$ cat config.mk
export PLATFORM = sky130hd
export DESIGN_NAME = bootdata_packer
export DESIGN_NICKNAME = d
export VERILOG_FILES = /design/src/rtl/bootdata_packer_pkg.sv /design/src/rtl/boot_word_handshake.sv /design/src/rtl/bootdata_packer.sv
export SDC_FILE = /design/constraint.sdc
export NUM_CORES = 1
export LEC_CHECK = 0
export CAP_MARGIN = 15
export CORE_UTILIZATION = 35
export DETAILED_ROUTE_END_ITERATION = 7
export HOLD_SLACK_MARGIN = 0.05
export PLACE_DENSITY = 0.59
export SYNTH_ARGS = -nofsm -noshare
export SYNTH_HDL_FRONTEND = slang
export SYNTH_SLANG_ARGS = --single-unit
export TNS_END_PERCENT = 5
$ cat constraint.sdc
create_clock -name clk -period 4.37 [get_ports clk]
set_input_delay 0.874 -clock clk [delete_from_list [all_inputs] [get_ports clk]]
set_output_delay 0.874 -clock clk [all_outputs]
set_load 0.05 [all_outputs]
$ cat src/rtl/bootdata_packer_pkg.sv
// Shared constants for the boot data path: word geometry and handshake state codes.
// The ROM bootloader imports the same word geometry.
package bootdata_packer_pkg;
    localparam int WORD_W         = 32;
    localparam int BYTES_PER_WORD = 4;
    localparam int IDX_W          = $clog2(BYTES_PER_WORD);

    typedef logic [1:0] hs_state_t;
    localparam hs_state_t HS_IDLE    = 2'd0;
    localparam hs_state_t HS_REQ     = 2'd1;
    localparam hs_state_t HS_RELEASE = 2'd2;
    localparam hs_state_t HS_ABORT   = 2'd3;

    // Left-justify the n most recent bytes (held in the low end) and fill the rest with pad.
    function automatic logic [WORD_W-1:0] pad_word(input logic [WORD_W-1:0] w,
                                                   input logic [IDX_W-1:0] n,
                                                   input logic [7:0] pad);
        case (n)
            2'd1:    return {w[7:0], pad, pad, pad};
            2'd2:    return {w[15:0], pad, pad};
            2'd3:    return {w[23:0], pad};
            default: return w;
        endcase
    endfunction
endpackage

$ cat src/rtl/boot_word_handshake.sv
// Hold register plus four-phase req/ack handshake toward the bootloader.
// Counts completed handshakes; abort drops the held word and parks until ack is low.
module boot_word_handshake
    import bootdata_packer_pkg::*;
#(
    parameter int COUNT_WIDTH = 16
) (
    input  logic                   clk,
    input  logic                   reset_n,
    input  logic                   abort,
    input  logic [WORD_W-1:0]      word_in,
    input  logic                   word_valid,
    output logic                   word_free,
    output logic                   idle,
    output logic [WORD_W-1:0]      host_bootdata,
    output logic                   host_bootdata_req,
    input  logic                   host_bootdata_ack,
    output logic [COUNT_WIDTH-1:0] words_sent
);
    hs_state_t        state, state_nx;
    logic             req_nx, release_done, hold_valid;
    logic [WORD_W-1:0] hold;

    assign word_free     = !hold_valid;
    assign idle          = (state == HS_IDLE);
    assign host_bootdata = hold;

    always_comb begin
        state_nx     = state;
        req_nx       = host_bootdata_req;
        release_done = 1'b0;
        case (state)
            // Waiting for ack low keeps a new req from rising while a stale ack is still up.
            HS_IDLE:    if (hold_valid && !host_bootdata_ack) begin
                            req_nx   = 1'b1;
                            state_nx = HS_REQ;
                        end
            HS_REQ:     if (host_bootdata_ack) begin
                            req_nx   = 1'b0;
                            state_nx = HS_RELEASE;
                        end
            HS_RELEASE: if (!host_bootdata_ack) begin
                            release_done = 1'b1;
                            state_nx     = HS_IDLE;
                        end
            default:    begin
                            req_nx = 1'b0;
                            if (!host_bootdata_ack) state_nx = HS_IDLE;
                        end
        endcase
        if (abort) begin
            req_nx       = 1'b0;
            release_done = 1'b0;
            state_nx     = (host_bootdata_ack || state == HS_REQ || state == HS_RELEASE)
                           ? HS_ABORT : HS_IDLE;
        end
    end

    always_ff @(posedge clk or negedge reset_n) begin
        if (!reset_n) begin
            state             <= HS_IDLE;
            host_bootdata_req <= 1'b0;
            hold              <= '0;
            hold_valid        <= 1'b0;
            words_sent        <= '0;
        end else begin
            state             <= state_nx;
            host_bootdata_req <= req_nx;
            if (abort) begin
                hold_valid <= 1'b0;
                words_sent <= '0;
            end else if (release_done) begin
                hold_valid <= 1'b0;
                words_sent <= words_sent + COUNT_WIDTH'(1);
            end else if (word_valid && !hold_valid) begin
                hold       <= word_in;
                hold_valid <= 1'b1;
            end
        end
    end
endmodule

$ cat src/rtl/bootdata_packer.sv
// Packs a byte stream into big-endian 32-bit words for the ROM bootloader,
// with end-of-image padding (flush) and a clean abort.
module bootdata_packer
    import bootdata_packer_pkg::*;
#(
    parameter logic [7:0] PAD_BYTE    = 8'hFF,
    parameter int         COUNT_WIDTH = 16
) (
    input  logic                   clk,
    input  logic                   reset_n,
    input  logic [7:0]             byte_data,
    input  logic                   byte_valid,
    output logic                   byte_ready,
    input  logic                   flush,
    input  logic                   abort,
    output logic [WORD_W-1:0]      host_bootdata,
    output logic                   host_bootdata_req,
    input  logic                   host_bootdata_ack,
    output logic                   busy,
    output logic [COUNT_WIDTH-1:0] words_sent
);
    localparam logic [IDX_W-1:0] LAST_IDX = IDX_W'(BYTES_PER_WORD - 1);

    logic [WORD_W-1:0] asm_word, word_acc;
    logic [IDX_W-1:0]  idx, idx_acc;
    logic              asm_full, accept, fill, word_free, idle;

    assign byte_ready = !asm_full;
    assign accept     = byte_valid && !asm_full && !abort;

    // Post-accept view, so a flush in the same cycle pads from the new index.
    always_comb begin
        word_acc = asm_word;
        idx_acc  = idx;
        if (accept) begin
            word_acc = {asm_word[WORD_W-9:0], byte_data};
            idx_acc  = idx + IDX_W'(1);
        end
    end

    // idx_acc wraps to 0 when the accepted byte completes the word, which makes flush a no-op.
    assign fill = flush && !asm_full && (idx_acc != '0);

    always_ff @(posedge clk or negedge reset_n) begin
        if (!reset_n) begin
            asm_word <= '0;
            idx      <= '0;
            asm_full <= 1'b0;
        end else if (abort) begin
            idx      <= '0;
            asm_full <= 1'b0;
        end else begin
            asm_word <= fill ? pad_word(word_acc, idx_acc, PAD_BYTE) : word_acc;
            idx      <= fill ? '0 : idx_acc;
            if (fill || (accept && idx == LAST_IDX))
                asm_full <= 1'b1;
            else if (asm_full && word_free)
                asm_full <= 1'b0;
        end
    end

    boot_word_handshake #(.COUNT_WIDTH(COUNT_WIDTH)) u_hs (
        .clk               (clk),
        .reset_n           (reset_n),
        .abort             (abort),
        .word_in           (asm_word),
        .word_valid        (asm_full),
        .word_free         (word_free),
        .idle              (idle),
        .host_bootdata     (host_bootdata),
        .host_bootdata_req (host_bootdata_req),
        .host_bootdata_ack (host_bootdata_ack),
        .words_sent        (words_sent)
    );

    assign busy = (idx != '0) | asm_full | !word_free | !idle;
endmodule
==> impl_metrics.sql <==
INSERT INTO impl_metrics (metric_group, metric, value, unit) VALUES
('logic_synthesis', 'synth.cell_area', '4640', 'um2'),
('timing', 'skew', '0.00894', 'ns'),
('timing', 'hold_viol', '0', ''),
('worst_setup_path', 'critPathTopFamily', 'buffers and inverters', ''),
('clocking', 'clock_tree_from_tritoncts', 'built', ''),
('place', 'dpl_worst_slack', '1.15', 'ns'),
('worst_setup_path', 'crit_path_max_incr_delay', '0.80', 'ns'),
('routing', 'route.antenna.remaining_nets', '0', ''),
('place', 'gp_congestion', '0.840', ''),
('logic_synthesis', 'synth_cell_types', '65', ''),
('timing', 'max-slew-margin-rel', '0.325', ''),
('worst_setup_path', 'cp_data_required_time', '3.50', 'ns'),
('routing', 'drcViolationCount', '0', ''),
('timing', 'grt_setup_unrepaired', 'false', ''),
('logic_synthesis', 'yosys_warnings', '0', ''),
('global_routing', 'gr-total-overflow', '0', ''),
('finish', 'layout.filler_cells', '1204', ''),
('place', 'hpwl', '8.02', 'mm'),
('worst_setup_path', 'cp_buf_inv_count', '2', ''),
('clocking', 'cts_sinks', '87', ''),
('global_routing', 'grt_overall_usage', '0.187', ''),
('die', 'core_outline_area', '12800', 'um2'),
('logic_synthesis', 'synth.ff_latch_count', '87', ''),
('global_routing', 'antenna_found_initial', '0', ''),
('clocking', 'path_clk_slew', '0.06', 'ns'),
('finish', 'drive_above_1_share', '0.153', ''),
('pwr', 'vdd_drop_max', '0.000274', 'V'),
('die', 'ioPinCount', '65', ''),
('worst_setup_path', 'startpoint', 'idx[0]$_DFF_PN0_', ''),
('clocking', 'clockBufferDepth', '2', ''),
('pwr', 'leakagePower', '0.00225', 'uW'),
('pwr', 'pwr_density_cell', '550', 'nW/um2'),
('finish', 'final_core_utilization', '0.448', ''),
('clocking', 'cts.htree.levels', '3', ''),
('worst_setup_path', 'crit_slowest_cell', 'sky130_fd_sc_hd__clkdlybuf4s50_1', ''),
('routing', 'number_of_drc_markers_in_iteration_0', '306', ''),
('clocking', 'cts_made_buffers', '9', ''),
('clocking', 'source_to_sink_clock_delay_at_the_later_pin_of_the_worst_skew_pair', '0.35', 'ns'),
('finish', 'areaGrowthSynthToFinish', '23.3', '%'),
('worst_setup_path', 'worstPathArrival', '2.19', 'ns'),
('global_routing', 'grt_pass1_wl', '19.2', 'mm'),
('finish', 'area.sequential', '2180', 'um2'),
('global_routing', 'grt_start_max_net_pins', '63', ''),
('hold_path', 'min_from', 'u_hs.host_bootdata[28]$_DFFE_PN0P_', ''),
('timing', 'final_min_period_over_clock_period', '0.701', ''),
('timing', 'max_clock_freq', '327', 'MHz'),
('finish', 'final_nets', '509', ''),
('logic_synthesis', 'synth.avg_cell_area', '10.6', 'um2'),
('flow_run', 'max-cap-violations', '0', ''),
('timing', 'total_negative_setup_slacks', '0', 'ns'),
('worst_setup_path', 'cp_max_fo', '9', ''),
('routing', 'drt-wirelength-per-cell', '17.7', 'um'),
('timing', 'final_ws_setup', '1.31', 'ns'),
('die', 'row_count', '41', ''),
('hold_path', 'hold_class', 'reg2reg', ''),
('die', 'dieArea', '13700', 'um2'),
('worst_setup_path', 'critPathKind', 'reg2out', ''),
('die', 'floorplan.die.height', '117', 'um'),
('global_routing', 'first_global_vias', '3546', ''),
('worst_setup_path', 'cp-end-kind', 'output port', ''),
('clocking', 'root_driver', 'sky130_fd_sc_hd__clkbuf_16', ''),
('routing', 'detailedRoute.firstPassIterationCount', '5', ''),
('worst_setup_path', 'critical_path.reg2reg.startpoint', 'idx[1]$_DFF_PN0_', ''),
('logic_synthesis', 'postSynth.asyncResetShare', '1.00', ''),
('timing', 'min_tclk_post_route', '3.06', 'ns'),
('place', 'placed_cells_incl_taps', '653', ''),
('timing', 'tightest_slew', '1.00', 'ns'),
('place', 'port-buffer-count', '64', ''),
('die', 'die_width', '117', 'um'),
('status', 'outcome', 'complete, no violations', ''),
('die', 'initial_core_util', '0.363', '');
==> cell type report <==
type / instances / share of cell area
Tap cell: 172 / 0.0376
Multi-Input combinational cell: 301 / 0.391
Inverter: 14 / 0.00919
Clock buffer: 12 / 0.0448
Timing Repair Buffer: 79 / 0.133
Clock inverter: 4 / 0.00350
Sequential cell: 87 / 0.381
==> cells in the mapped netlist, drive strengths merged, types with 4 or more instances <==
cell type / instances / area [um2]
or3: 5 / 32.5
nor2: 28 / 105
inv: 13 / 48.8
dfrtp: 87 / 2180
a221oi: 9 / 78.8
nor3b: 4 / 46.3
nand2: 14 / 52.6
nand4: 4 / 25.0
mux2i: 17 / 170
o21a: 6 / 45.0
clkbuf: 17 / 75.1
and3: 7 / 45.1
nor2b: 6 / 37.5
mux2: 37 / 417
buf: 17 / 104
o32ai: 14 / 123
a21oi: 24 / 120
o2bb2ai: 5 / 43.8
o21ai: 21 / 105
o21bai: 9 / 67.6
a32o: 4 / 40.0
nand3: 20 / 100
xnor2: 6 / 52.6
nor3: 11 / 60.1
xor2: 4 / 35.0
a211oi: 5 / 37.5
==> where the power goes <==
part / switching, uW / leakage (uW) / internal (uW)
logic: 771 / 0.00108 / 469
registers: 171 / 0.00103 / 1020
clock network: 307 / 0.000142 / 412
==> sequential cells by signal, summed over array words and instances, names as in the netlist <==
name and flops:
asm_full 1, idx 2, asm_word 32, u_hs.host_bootdata_req 1, u_hs.words_sent 16, u_hs.hold_valid 1, u_hs.state 2, u_hs.host_bootdata 32
==> cell families after synthesis <==
| kind of cell | after synthesis | synth area share |
|---|---|---|
| compound gates | 121 | 0.185 |
| xor+xnor | 10 | 0.0189 |
| fa+ha+maj | 3 | 0.00810 |
| buf+inv | 48 | 0.0499 |
| flops | 87 | 0.470 |
| mux | 54 | 0.127 |
| simple gates | 113 | 0.142 |
==> path summary, 6_finish.rpt <==
kind                       cells after the start                                 end  slack [ns]
max in group asynchronous                      2            asm_word[14]$_DFFE_PN0N_        2.91
max                                            4                                busy        1.31
min                                            1  u_hs.host_bootdata[28]$_DFFE_PN0P_        0.48
max reg2reg                                    8            asm_word[11]$_DFFE_PN0N_        1.58
min in group asynchronous                      1  u_hs.host_bootdata[26]$_DFFE_PN0P_        0.61
min reg2reg                                    1  u_hs.host_bootdata[28]$_DFFE_PN0P_        0.48
==> metrics by stage <==
stage	cell area, um2	hold slack, ns
6_report	5720	0.485
2_1_floorplan	4640	0.464
3_5_place_dp	5440	0.478
3_3_place_gp	5440	0.467
4_1_cts	5720	0.493
5_1_grt	5720	0.515
==> layer usage <==
metal	wire length, um	global-route usage
met1	5690	0.273
met2	5350	0.273
met3	670	0.0422
met4	134	0.0599
met5	0	0
==> cells in the final DEF, fill, tap and decap left out, drive strengths merged, types with 11 or more instances in the layout <==
cell,Yosys,layout
clkbuf,17,12
mux2i,17,17
o21ai,21,21
buf,17,16
o32ai,14,14
a21oi,24,24
nand2,14,14
nand3,20,20
nor2,28,28
nor3,11,11
inv,13,13
dfrtp,87,87
mux2,37,37
clkdlybuf4s50,0,63
(Power assumes the default switching activity.)
